--- config.mk ---
export PLATFORM = sky130hd
export DESIGN_NAME = spi_flash_responder
export DESIGN_NICKNAME = d
export VERILOG_FILES = /design/src/rtl/spi_flash_pkg.sv /design/src/rtl/spi_pin_sync.sv /design/src/rtl/spi_flash_responder.sv
export SDC_FILE = /design/constraint.sdc
export NUM_CORES = 1
export LEC_CHECK = 0
export CAP_MARGIN = 20
export CORE_ASPECT_RATIO = 2
export CORE_MARGIN = 10
export CORE_UTILIZATION = 30
export CTS_BUF_LIST = sky130_fd_sc_hd__clkbuf_16
export DETAILED_ROUTE_END_ITERATION = 6
export GPL_TIMING_DRIVEN = 1
export PLACE_DENSITY = 0.53
export SLEW_MARGIN = 15
export SYNTH_ARGS = -nofsm -noshare
export SYNTH_HDL_FRONTEND = slang
export SYNTH_SLANG_ARGS = --single-unit
--- constraint.sdc ---
create_clock -name clk -period 5.53 [get_ports clk]
set_input_delay 1.106 -clock clk [delete_from_list [all_inputs] [get_ports clk]]
set_output_delay 1.106 -clock clk [all_outputs]
set_load 0.1 [all_outputs]
--- src/rtl/spi_flash_pkg.sv ---
// Shared opcodes, FSM state encoding and synchronizer depth for the SPI flash responder.
package spi_flash_pkg;

  localparam int SYNC_DEPTH = 2;

  localparam logic [7:0] OP_READ        = 8'h03;
  localparam logic [7:0] OP_FAST_READ   = 8'h0B;
  localparam logic [7:0] OP_QUAD_READ   = 8'hEB;
  localparam logic [7:0] OP_READ_ID     = 8'h9F;
  localparam logic [7:0] OP_READ_STATUS = 8'h05;

  typedef enum logic [3:0] {
    ST_IDLE,
    ST_CMD,
    ST_ADDR,
    ST_MODE,
    ST_DUMMY,
    ST_DATA,
    ST_ID,
    ST_STATUS,
    ST_IGNORE
  } state_e;

  typedef enum logic [1:0] {
    RD_SINGLE,
    RD_FAST,
    RD_QUAD
  } rd_kind_e;

endpackage

--- src/rtl/spi_pin_sync.sv ---
// Brings sck, cs_n and dq pads into the clk domain and flags sck/cs_n edges.
// Reset parks the chains in the bus-idle state (cs_n high, sck low).
module spi_pin_sync
  import spi_flash_pkg::*;
(
  input  logic       clk_i,
  input  logic       reset_ni,
  input  logic       sck_i,
  input  logic       cs_n_i,
  input  logic [3:0] dq_i,
  output logic       cs_n_o,
  output logic       cs_fall_o,
  output logic       cs_rise_o,
  output logic       sck_rise_o,
  output logic       sck_fall_o,
  output logic [3:0] dq_s_o
);

  logic [SYNC_DEPTH-1:0]      sck_q;
  logic [SYNC_DEPTH-1:0]      cs_q;
  logic [SYNC_DEPTH-1:0][3:0] dq_q;
  logic                       sck_prev_q;
  logic                       cs_prev_q;

  always_ff @(posedge clk_i) begin
    if (!reset_ni) begin
      sck_q      <= '0;
      cs_q       <= '1;
      dq_q       <= '0;
      sck_prev_q <= 1'b0;
      cs_prev_q  <= 1'b1;
    end else begin
      sck_q      <= {sck_q[SYNC_DEPTH-2:0], sck_i};
      cs_q       <= {cs_q[SYNC_DEPTH-2:0], cs_n_i};
      dq_q       <= {dq_q[SYNC_DEPTH-2:0], dq_i};
      sck_prev_q <= sck_q[SYNC_DEPTH-1];
      cs_prev_q  <= cs_q[SYNC_DEPTH-1];
    end
  end

  assign cs_n_o     = cs_q[SYNC_DEPTH-1];
  assign cs_fall_o  = cs_prev_q & ~cs_q[SYNC_DEPTH-1];
  assign cs_rise_o  = ~cs_prev_q & cs_q[SYNC_DEPTH-1];
  assign sck_rise_o = ~sck_prev_q & sck_q[SYNC_DEPTH-1];
  assign sck_fall_o = sck_prev_q & ~sck_q[SYNC_DEPTH-1];
  assign dq_s_o     = dq_q[SYNC_DEPTH-1];

endmodule

--- src/rtl/spi_flash_responder.sv ---
// SPI NOR flash target (read, fast read, quad I/O read, JEDEC ID, status) oversampled by clk.
// Data bytes come from a one-deep prefetch buffer refilled through the mem_req/mem_ack port.
module spi_flash_responder
  import spi_flash_pkg::*;
#(
  parameter logic [23:0] JEDEC_ID   = 24'hEF4016,
  parameter int          QUAD_DUMMY = 4
) (
  input  logic        clk,
  input  logic        reset_n,
  input  logic        sck,
  input  logic        cs_n,
  input  logic [3:0]  dq_i,
  output logic [3:0]  dq_o,
  output logic [3:0]  dq_oe,
  output logic        mem_req,
  output logic [23:0] mem_addr,
  input  logic        mem_ack,
  input  logic [7:0]  mem_data,
  output logic        underrun
);

  localparam logic [4:0] QDUMMY_LAST = 5'(QUAD_DUMMY - 1);

  logic       cs_n_s, cs_fall, cs_rise, sck_rise, sck_fall;
  logic [3:0] dq_s;

  spi_pin_sync u_sync (
    .clk_i      (clk),
    .reset_ni   (reset_n),
    .sck_i      (sck),
    .cs_n_i     (cs_n),
    .dq_i       (dq_i),
    .cs_n_o     (cs_n_s),
    .cs_fall_o  (cs_fall),
    .cs_rise_o  (cs_rise),
    .sck_rise_o (sck_rise),
    .sck_fall_o (sck_fall),
    .dq_s_o     (dq_s)
  );

  state_e      state_q, state_d;
  rd_kind_e    kind_q, kind_d;
  logic [4:0]  cnt_q, cnt_d;
  logic [22:0] sh_in_q, sh_in_d;
  logic [7:0]  out_sh_q, out_sh_d;
  logic [2:0]  out_cnt_q, out_cnt_d;
  logic [1:0]  id_idx_q, id_idx_d;
  logic [3:0]  dq_o_q, dq_o_d, dq_oe_q, dq_oe_d;
  logic        cont_q, cont_d, underrun_q, underrun_d;
  logic        req_q, req_d, discard_q, discard_d, due_q, due_d;
  logic [23:0] maddr_q, maddr_d, due_addr_q, due_addr_d, nxt_addr_q, nxt_addr_d;
  logic [7:0]  buf_q, buf_d;
  logic        buf_vld_q, buf_vld_d;

  always_ff @(posedge clk) begin
    if (!reset_n) begin
      state_q    <= ST_IDLE;
      kind_q     <= RD_SINGLE;
      cnt_q      <= '0;
      sh_in_q    <= '0;
      out_sh_q   <= '0;
      out_cnt_q  <= '0;
      id_idx_q   <= '0;
      dq_o_q     <= '0;
      dq_oe_q    <= '0;
      cont_q     <= 1'b0;
      underrun_q <= 1'b0;
      req_q      <= 1'b0;
      discard_q  <= 1'b0;
      due_q      <= 1'b0;
      maddr_q    <= '0;
      due_addr_q <= '0;
      nxt_addr_q <= '0;
      buf_q      <= '0;
      buf_vld_q  <= 1'b0;
    end else begin
      state_q    <= state_d;
      kind_q     <= kind_d;
      cnt_q      <= cnt_d;
      sh_in_q    <= sh_in_d;
      out_sh_q   <= out_sh_d;
      out_cnt_q  <= out_cnt_d;
      id_idx_q   <= id_idx_d;
      dq_o_q     <= dq_o_d;
      dq_oe_q    <= dq_oe_d;
      cont_q     <= cont_d;
      underrun_q <= underrun_d;
      req_q      <= req_d;
      discard_q  <= discard_d;
      due_q      <= due_d;
      maddr_q    <= maddr_d;
      due_addr_q <= due_addr_d;
      nxt_addr_q <= nxt_addr_d;
      buf_q      <= buf_d;
      buf_vld_q  <= buf_vld_d;
    end
  end

  logic [23:0] sh_next, quad_next, fetch_addr;
  logic [7:0]  byte_v;
  logic        fetch_req, is_quad, quad_out;

  always_comb begin
    state_d    = state_q;
    kind_d     = kind_q;
    cnt_d      = cnt_q;
    sh_in_d    = sh_in_q;
    out_sh_d   = out_sh_q;
    out_cnt_d  = out_cnt_q;
    id_idx_d   = id_idx_q;
    dq_o_d     = dq_o_q;
    dq_oe_d    = dq_oe_q;
    cont_d     = cont_q;
    underrun_d = underrun_q;
    req_d      = req_q;
    discard_d  = discard_q;
    due_d      = due_q;
    maddr_d    = maddr_q;
    due_addr_d = due_addr_q;
    nxt_addr_d = nxt_addr_q;
    buf_d      = buf_q;
    buf_vld_d  = buf_vld_q;
    fetch_req  = 1'b0;
    fetch_addr = nxt_addr_q;
    byte_v     = 8'h00;
    sh_next    = {sh_in_q, dq_s[0]};
    quad_next  = {sh_in_q[19:0], dq_s};
    is_quad    = (kind_q == RD_QUAD);
    quad_out   = (state_q == ST_DATA) && is_quad;

    // A completing fetch lands in the buffer unless its transaction was abandoned.
    if (req_q && mem_ack) begin
      req_d     = 1'b0;
      discard_d = 1'b0;
      if (!discard_q) begin
        buf_d     = mem_data;
        buf_vld_d = 1'b1;
      end
    end

    if (cs_rise) begin
      state_d   = ST_IDLE;
      dq_oe_d   = 4'b0000;
      out_cnt_d = '0;
      buf_vld_d = 1'b0;
      due_d     = 1'b0;
      discard_d = req_d;
    end else if (!cs_n_s) begin
      case (state_q)
        ST_IDLE: begin
          if (cs_fall) begin
            cnt_d     = '0;
            out_cnt_d = '0;
            id_idx_d  = '0;
            if (cont_q) begin
              state_d = ST_ADDR;
              kind_d  = RD_QUAD;
            end else begin
              state_d = ST_CMD;
            end
          end
        end
        ST_CMD: begin
          if (sck_rise) begin
            sh_in_d = sh_next[22:0];
            cnt_d   = cnt_q + 5'd1;
            if (cnt_q == 5'd7) begin
              cnt_d = '0;
              case (sh_next[7:0])
                OP_READ:        begin state_d = ST_ADDR; kind_d = RD_SINGLE; end
                OP_FAST_READ:   begin state_d = ST_ADDR; kind_d = RD_FAST;   end
                OP_QUAD_READ:   begin state_d = ST_ADDR; kind_d = RD_QUAD;   end
                OP_READ_ID:     state_d = ST_ID;
                OP_READ_STATUS: state_d = ST_STATUS;
                default:        state_d = ST_IGNORE;
              endcase
            end
          end
        end
        ST_ADDR: begin
          if (sck_rise) begin
            sh_in_d = is_quad ? quad_next[22:0] : sh_next[22:0];
            cnt_d   = cnt_q + 5'd1;
            if (cnt_q == (is_quad ? 5'd5 : 5'd23)) begin
              cnt_d      = '0;
              fetch_req  = 1'b1;
              fetch_addr = is_quad ? quad_next : sh_next;
              nxt_addr_d = fetch_addr + 24'd1;
              case (kind_q)
                RD_SINGLE: state_d = ST_DATA;
                RD_FAST:   state_d = ST_DUMMY;
                default:   state_d = ST_MODE;
              endcase
            end
          end
        end
        ST_MODE: begin
          if (sck_rise) begin
            sh_in_d = quad_next[22:0];
            cnt_d   = cnt_q + 5'd1;
            if (cnt_q == 5'd1) begin
              cnt_d   = '0;
              cont_d  = (quad_next[5:4] == 2'b10);
              state_d = (QUAD_DUMMY == 0) ? ST_DATA : ST_DUMMY;
            end
          end
        end
        ST_DUMMY: begin
          if (sck_rise) begin
            cnt_d = cnt_q + 5'd1;
            if (cnt_q == (is_quad ? QDUMMY_LAST : 5'd7)) begin
              cnt_d   = '0;
              state_d = ST_DATA;
            end
          end
        end
        ST_DATA, ST_ID, ST_STATUS: begin
          if (sck_fall) begin
            if (out_cnt_q == 3'd0) begin
              if (state_q == ST_DATA) begin
                // Each load consumes the prefetched byte and launches the next fetch.
                fetch_req  = 1'b1;
                fetch_addr = nxt_addr_q;
                nxt_addr_d = nxt_addr_q + 24'd1;
                buf_vld_d  = 1'b0;
                if (buf_vld_q) begin
                  byte_v = buf_q;
                end else begin
                  byte_v     = 8'hFF;
                  underrun_d = 1'b1;
                  discard_d  = req_d;
                end
              end else if (state_q == ST_ID) begin
                case (id_idx_q)
                  2'd0:    byte_v = JEDEC_ID[23:16];
                  2'd1:    byte_v = JEDEC_ID[15:8];
                  default: byte_v = JEDEC_ID[7:0];
                endcase
                id_idx_d = (id_idx_q == 2'd2) ? 2'd0 : id_idx_q + 2'd1;
              end
              if (quad_out) begin
                dq_o_d    = byte_v[7:4];
                out_sh_d  = {byte_v[3:0], 4'b0000};
                out_cnt_d = 3'd1;
                dq_oe_d   = 4'b1111;
              end else begin
                dq_o_d    = {2'b00, byte_v[7], 1'b0};
                out_sh_d  = {byte_v[6:0], 1'b0};
                out_cnt_d = 3'd7;
                dq_oe_d   = 4'b0010;
              end
            end else begin
              out_cnt_d = out_cnt_q - 3'd1;
              if (quad_out) begin
                dq_o_d   = out_sh_q[7:4];
                out_sh_d = {out_sh_q[3:0], 4'b0000};
              end else begin
                dq_o_d   = {2'b00, out_sh_q[7], 1'b0};
                out_sh_d = {out_sh_q[6:0], 1'b0};
              end
            end
          end
        end
        default: dq_oe_d = 4'b0000;
      endcase
    end

    // A fetch waits here while an earlier (possibly discarded) one is still outstanding.
    if (fetch_req) begin
      due_d      = 1'b1;
      due_addr_d = fetch_addr;
    end
    if (due_d && !req_d) begin
      req_d   = 1'b1;
      maddr_d = due_addr_d;
      due_d   = 1'b0;
    end
  end

  assign dq_o     = dq_o_q;
  assign dq_oe    = dq_oe_q;
  assign mem_req  = req_q;
  assign mem_addr = maddr_q;
  assign underrun = underrun_q;

endmodule

==> key figures, run 1 <==
GRT
  – Initial antenna violation count: 0
  – Vias in the first global route: 7,813
  – GRT Total Usage: 15.5%
  – Largest net degree at the start of global routing: 54
  – Global route overflow: 0
  – First-pass GRT wire length: about 44,000 µm

Die
  – Die width: 139 µm
  – Placeable core region: 27,700 µm²
  – Row count: 86
  – Ports: 51
  – Starting density of the core: 30.5%
  – DIE AREA: 35,600 µm²
  – Die H: 257 µm

Power
  – P per Cell Area: 241 nW/µm²
  – Maximum vdd drop: approximately 0.21 mV
  – Leak: between 3 and 4 nW

STA
  – Slew headroom: between 30% and 40%
  – Final setup fails: 0
  – Slew @ Worst Pin: ~0.99 ns
  – Final Cycle Share: 78.4%
  – Max Slew Vio Count: 0
  – Setup TNS: 0 ns
  – Post-route minimum period: 4.34 ns
  – Fmax achieved: about 230 MHz
  – Final hold violations: 0
  – Worst Skew: between 0.01 and 0.015 ns
  – RSZ-0062 raised after global routing: false

Cells and area
  – Area Growth Syn to Fin: 15.0%
  – Fill count: between 2,000 and 3,000
  – Final nets: 1,098
  – Reg area: 3040 µm²
  – Fin util: 35.1%
  – Multi-input logic area: about 5000 µm²
  – Most frequent cells in the layout: 184 x nand2_1, 152 x dfxtp_1, 109 x a21oi_1
  – Commonest non-fill, non-tap cell in the layout: nand2_1
  – Share of cells above drive strength 1: about 7.3%
  – Antenna diodes: 0

Synthesis
  – Synth top area share: 36.1%
  – Area leader, netlist: dfxtp_1
  – Syn nets: 1,099
  – Register area share after synthesis: 36.1%
  – Yosys cell types: 88
  – Fraction of registers with async set/reset: 0%
  – Mapped cell area: 8430 µm²
  – FF+latch count, synth: 152
  – Post-Synthesis Cells: 1,077
  – Ys flop type: dfxtp_1
  – Mapped Avg Cell Area: 7.83 µm²
  – Synth top area cells: dfxtp_1 36%, mux2i_1 9.0%, nand2_1 8.2%, a21oi_1 6.5%, nor2_1 4.6%
  – Yosys warnings: 0
  – Number of flops mapped to enable cells by yosys: 0

Worst setup path
  – Worst-path fanout max: 22
  – CP Data Arrival Time: roughly 4.7 ns
  – CP Launch Type: flop
  – Critical path data required time: 5.87 ns
  – Crit end category: flop
  – R2R setup slack: 1.19 ns
  – Worst setup path class: flop to flop

Placement
  – Post-DP HPWL: 20,200 µm
  – GPL Wtd Cong: 0.920
  – Port Buffer Count: 50

Drt
  – Antenna Violating Nets Remaining: 0
  – Wirelength per Cell: 19.6 µm
  – Total Wirelength: around 28,000 µm
  – DRC: 0
  – 1st-iter DRT viols: 575
  – Router iterations before antenna repair: 5
  – DR vias/cell: 5.44
  – Via count: 7,834

Clock network
  – Htree depth: 4
  – Worst-skew pair later-pin latency: 0.45 ns
  – Clk root buf: clkbuf_16
  – Clk buf depth: 2
  – Resized cells post-CTS: 0
  – CTS buffer count: 17
  – TritonCTS clock tree: done
  – Worst-path clk slew: approximately 0.070 ns
  – Post-CTS setup buffers: 0
  – CTS Hold Bufs: 0
  – Clock Sinks: approximately 150

Job
  – Max-Cap Viols: 0

Run status
  – Run status: finished clean

Min path
  – Hold WC Path Type: flop to flop
[registers in the layout, indices dropped and copies added (netlist names), 2 cells and up]
register,count
due_addr_q,24
mem_addr,24
nxt_addr_q,24
sh_in_q,23
buf_q,8
out_sh_q,7
cnt_q,5
dq_o,4
state_q,4
u_sync.dq_q,4
u_sync.dq_s_o,4
out_cnt_q,3
dq_oe,2
id_idx_q,2
kind_q,2
u_sync.cs_q,2
u_sync.sck_q,2
[critical path, stage by stage (launching register included)]
cell and delay, ns:
dfxtp_1 0.48, o21ai_2 0.57, nand2b_1 0.79, nand2_1 0.16, nand2_1 0.11, ha_1 0.32, nand2_1 0.11, nor4_2 0.18
a41oi_2 0.13, nor4_2 0.73, a21oi_1 0.15, o21a_1 0.21, o31a_1 0.28
[cell usage after synthesis (12+ instances only)]
cell,number
clkbuf_1,51
dfxtp_1,152
a21oi_1,109
o211ai_1,15
nand2_1,184
nand3_1,27
o21ai_0,36
buf_2,18
mux2i_1,76
a211oi_1,29
nand2b_1,12
nor2_1,103
nor3_1,22
and2_1,30
o21ai_1,19
[report_power, final]
group          switching (W)  internal (W)  leakage [nW]
sequential        0.00000739       0.00110          1.23
clock               0.000502      0.000664         0.276
combinational      0.0000381     0.0000248          2.03
total               0.000547       0.00179          3.53
[area by class of cell]
| cell class | instances | area share [%] |
|---|---|---|
| clock buffer | 17 | 4.38 |
| clock inverter | 15 | 1.56 |
| inverter | 11 | 0.426 |
| multi-input combinational | 829 | 51.1 |
| sequential | 152 | 31.4 |
| tap | 352 | 4.54 |
| timing repair buffer | 65 | 6.60 |
[per-layer routing]
layer  up-vias  track usage (%)  share of wire (%)
li1       3829                -                  -
met1      3754             14.5                 36
met2       170             29.2                 54
met3        81             2.62                3.1
met4         0             11.5                6.4
met5         -                0                  0
[kinds of logic after synthesis]
family | Yosys count | share of synthesized area (%)
XOR/XNOR | 6 | 0.623
flip-flops | 152 | 36.1
AO/OA/AOI/OAI | 280 | 20.8
buffers and inverters | 96 | 5.21
adder cells (fa/ha/maj) | 5 | 0.742
multiplexers | 89 | 11.1
AND/OR/NAND/NOR | 449 | 25.5
[path summary, 6_finish.rpt]
| path | startpoint | endpoint | cells past startpoint |
|---|---|---|---|
| min reg2reg | u_sync.cs_q[0] | u_sync.cs_q[1] | 1 |
| max | state_q[0] | nxt_addr_q[16] | 12 |
| max reg2reg | state_q[0] | nxt_addr_q[16] | 12 |
| min | u_sync.cs_q[0] | u_sync.cs_q[1] | 1 |
[through the flow]
step / instances / setup slack [ns] / hold WS, ns / power [W] / cell area, µm²
after CTS: 1440 / 1.21 / 0.425 / 0.00237 / 9680
after global routing: 1441 / 0.748 / 0.442 / 0.00241 / 9700
after floorplan: 1077 / 2.06 / 0.386 / 0.00116 / 8430
after global placement: 1408 / 1.35 / 0.406 / 0.00119 / 9100
after detailed placement: 1408 / 1.22 / 0.392 / 0.00119 / 9100
final: 1441 / 1.19 / 0.425 / 0.00234 / 9700
(Power assumes the default switching activity.)
==> run 2, diff against run 1 <==
==> constraint.sdc (replaced) <==
create_clock -name clk -period 4.39 [get_ports clk]
set_input_delay 0.878 -clock clk [delete_from_list [all_inputs] [get_ports clk]]
set_output_delay 0.878 -clock clk [all_outputs]
set_load 0.1 [all_outputs]
==> key figures, run 2 (synthesized netlist as in run 1, its figures left out) <==
Run status
  – Run status: finished clean

Cells and area
  – Multi-input logic area: 4960 µm² (unchanged)
  – Share of cells above drive strength 1: 8.11% (+0.77 points)
  – Fill count: 2,917 (+0.79%)
  – Final nets: 1,106 (+0.73%)
  – Most frequent cells in the layout: 184 x nand2_1, 152 x dfxtp_1, 109 x a21oi_1
  – Cell area after layout: 9740 µm² (+0.39%)
  – Antenna diodes: 0 (unchanged)
  – Commonest non-fill, non-tap cell in the layout: nand2_1
  – Reg area: 3040 µm² (unchanged)
  – Area Growth Syn to Fin: 15.5%

STA
  – Post-route minimum period: 3.47 ns (-0.869 ns)
  – Slew headroom: 30.9% (-2.6 points)
  – Worst Skew: 0.00714 ns (-0.00346 ns)
  – Fmax achieved: 289 MHz (+25%)
  – Final Cycle Share: 78.9% (+0.55 points)
  – Max Slew Vio Count: 0 (unchanged)
  – Setup ws final: 0.924 ns (-0.271 ns)
  – Final setup fails: 0 (unchanged)
  – Final hold violations: 0 (unchanged)
  – Slew @ Worst Pin: 1.03 ns (+0.0391 ns)
  – Setup TNS: 0 ns (unchanged)
  – RSZ-0062 raised after global routing: false

GRT
  – GR Util met1: 14.4% (-0.071 points)
  – GR peak layer: met2
  – Global Route met2 Usage: 28.9% (-0.31 points)
  – Initial antenna violation count: 0 (unchanged)
  – Global route overflow: 0 (unchanged)
  – Vias in the first global route: 7,686 (-1.6%)
  – GRT met3 Usage: 3.34% (+0.72 points)
  – GRT Total Usage: 15.4% (-0.063 points)
  – Largest net degree at the start of global routing: 50 (-7.4%)
  – First-pass GRT wire length: 44,000 µm (about the same)

Min path
  – Worst hold path startpoint: u_sync.cs_q[0]
  – Worst hold endpoint: u_sync.cs_q[1]
  – Worst hold stages: 1 (unchanged)
  – Hold WC Path Type: flop to flop

Power
  – Part of the power in registers: 47.0% (-0.4 points)
  – Maximum vdd drop: 0.311 mV (+47%)
  – P_int: 0.00230 W (+28%)
  – Switching pwr: 0.000668 W (+22%)
  – Comb pwr share: 2.7% (about the same)
  – P per Cell Area: 305 nW/µm² (+27%)
  – Leak: 3.57 nW (+1.1%)
  – Share of total power in the clock network: 50.4% (+0.5 points)
  – Sw frac: 22.5% (-0.89 points)

Worst setup path
  – Slowest stage delay, CP: 0.74 ns (-0.05 ns)
  – Most frequent CP cell: buf_4
  – Critical path data required time: 4.76 ns (-1.11 ns)
  – RR Endpoint: mem_addr[1]
  – CP Launch Type: flop
  – Worst setup path class: flop to flop
  – CP delay by family, top: buffers and inverters
  – Worst R2R Path Depth: 10 (-2)
  – CP Data Arrival Time: 3.84 ns (-0.84 ns)
  – Slowest CP cell: dfxtp_1
  – Crit end category: flop
  – Worst-path fanout max: 20 (-9.1%)
  – Buffers and inverters on the worst path: 3 (+3)
  – R2R setup slack: 0.92 ns (-0.27 ns)
  – CP Cell Sequence: o21ai_2 -> buf_4 -> or4_1 -> buf_4 -> nor2_4 -> buf_4 -> mux2i_1 -> mux2i_1 -> nand2_1 -> a21oi_1
  – R2r startpoint: state_q[2]

Placement
  – Placed Area: 9150 µm² (+0.61%)
  – Post-DP HPWL: 20,300 µm (+0.37%)
  – GPL Wtd Cong: 0.918 (-0.25%)
  – DP Worst Slack: 1.04 ns (-0.180 ns)
  – Port Buffer Count: 50 (unchanged)

Die
  – Starting density of the core: 30.5% (unchanged)
  – Die H: 257 µm (unchanged)
  – DIE AREA: 35,600 µm² (unchanged)
  – Die width: 139 µm (unchanged)
  – Ports: 51 (unchanged)
  – Placeable core region: 27,700 µm² (unchanged)
  – Row count: 86 (unchanged)

Drt
  – Router iterations before antenna repair: 5 (unchanged)
  – 1st-iter DRT viols: 519 (-9.7%)
  – Via count: 7,955 (+1.5%)
  – Wirelength per Cell: 19.5 µm (-0.15%)
  – DR vias/cell: 5.49 (+0.98%)
  – Antenna Violating Nets Remaining: 0 (unchanged)
  – Total Wirelength: 28,300 µm (+0.41%)
  – DRC: 0 (unchanged)

Clock network
  – Clock Sinks: 152 (unchanged)
  – Clk root buf: clkbuf_16
  – Worst-skew pair later-pin latency: 0.45 ns (about the same)
  – CTS buffer count: 17 (unchanged)
  – Htree depth: 4 (unchanged)
  – CTS Hold Bufs: 0 (unchanged)
  – Clk buf depth: 2 (unchanged)
  – Resized cells post-CTS: 0 (unchanged)
  – Post-CTS setup buffers: 0 (unchanged)
  – Worst-path clk slew: 0.06 ns (about the same)
  – TritonCTS clock tree: done

Job
  – Max-Cap Viols: 0 (unchanged)
## run 2: cell count changes in the layout (fill, tap and decap cells not counted), sizes merged
cell,before,now
clkinv,3,6
clkinvlp,4,3
buf,16,24
bufinv,2,3
inv,17,14
## run 2: per-layer routing
metal | up-vias | share of wire, %
met4 | 0 | 6.1
met3 | 81 | 4.2
li1 | 3833 | -
met5 | - | 0
met2 | 246 | 54
met1 | 3795 | 36
## run 2: through the flow
stage	std cells	power, W	utilization, %	hold slack [ns]
2_1_floorplan	1077	0.00147	-	0.386
3_3_place_gp	1417	0.00150	33.1	0.406
3_5_place_dp	1417	0.00150	33.1	0.398
4_1_cts	1449	0.00301	35.2	0.419
5_1_grt	1449	0.00306	35.2	0.435
6_report	1449	0.00297	35.2	0.416
## run 2: worst reg2reg max path, cell delays in order, from the launching register on
cell,delay [ns]
dfxtp_1,0.74
o21ai_2,0.12
buf_4,0.23
or4_1,0.49
buf_4,0.22
nor2_4,0.24
buf_4,0.39
mux2i_1,0.23
mux2i_1,0.47
nand2_1,0.11
a21oi_1,0.15
## run 2: final cells by class
type	count	area share, %
Clock buffer	17	4.37
Clock inverter	15	1.66
Inverter	11	0.424
Multi-Input combinational cell	829	50.9
Sequential cell	152	31.2
Tap cell	352	4.52
Timing Repair Buffer	73	6.86
## run 2: power by group through the flow
| stage | clock network, W | logic (W) | registers, W |
|---|---|---|---|
| after global routing | 0.00158 | 0.0000860 | 0.00139 |
| final | 0.00149 | 0.0000788 | 0.00139 |
| after CTS | 0.00154 | 0.0000796 | 0.00139 |
| after detailed placement | 0 | 0.0000795 | 0.00142 |
| after floorplan | 0 | 0.0000474 | 0.00142 |
| after global placement | 0 | 0.0000792 | 0.00142 |
## run 2: worst max path at each step
stage               startpoint        endpoint  cells after the start
floorplan           state_q[0]  nxt_addr_q[10]                     19
global placement    state_q[2]     mem_addr[1]                     10
detailed placement  state_q[2]     mem_addr[1]                     10
CTS                 state_q[2]     mem_addr[1]                     10
global route        state_q[2]     mem_addr[1]                     10
finish              state_q[2]     mem_addr[1]                     10
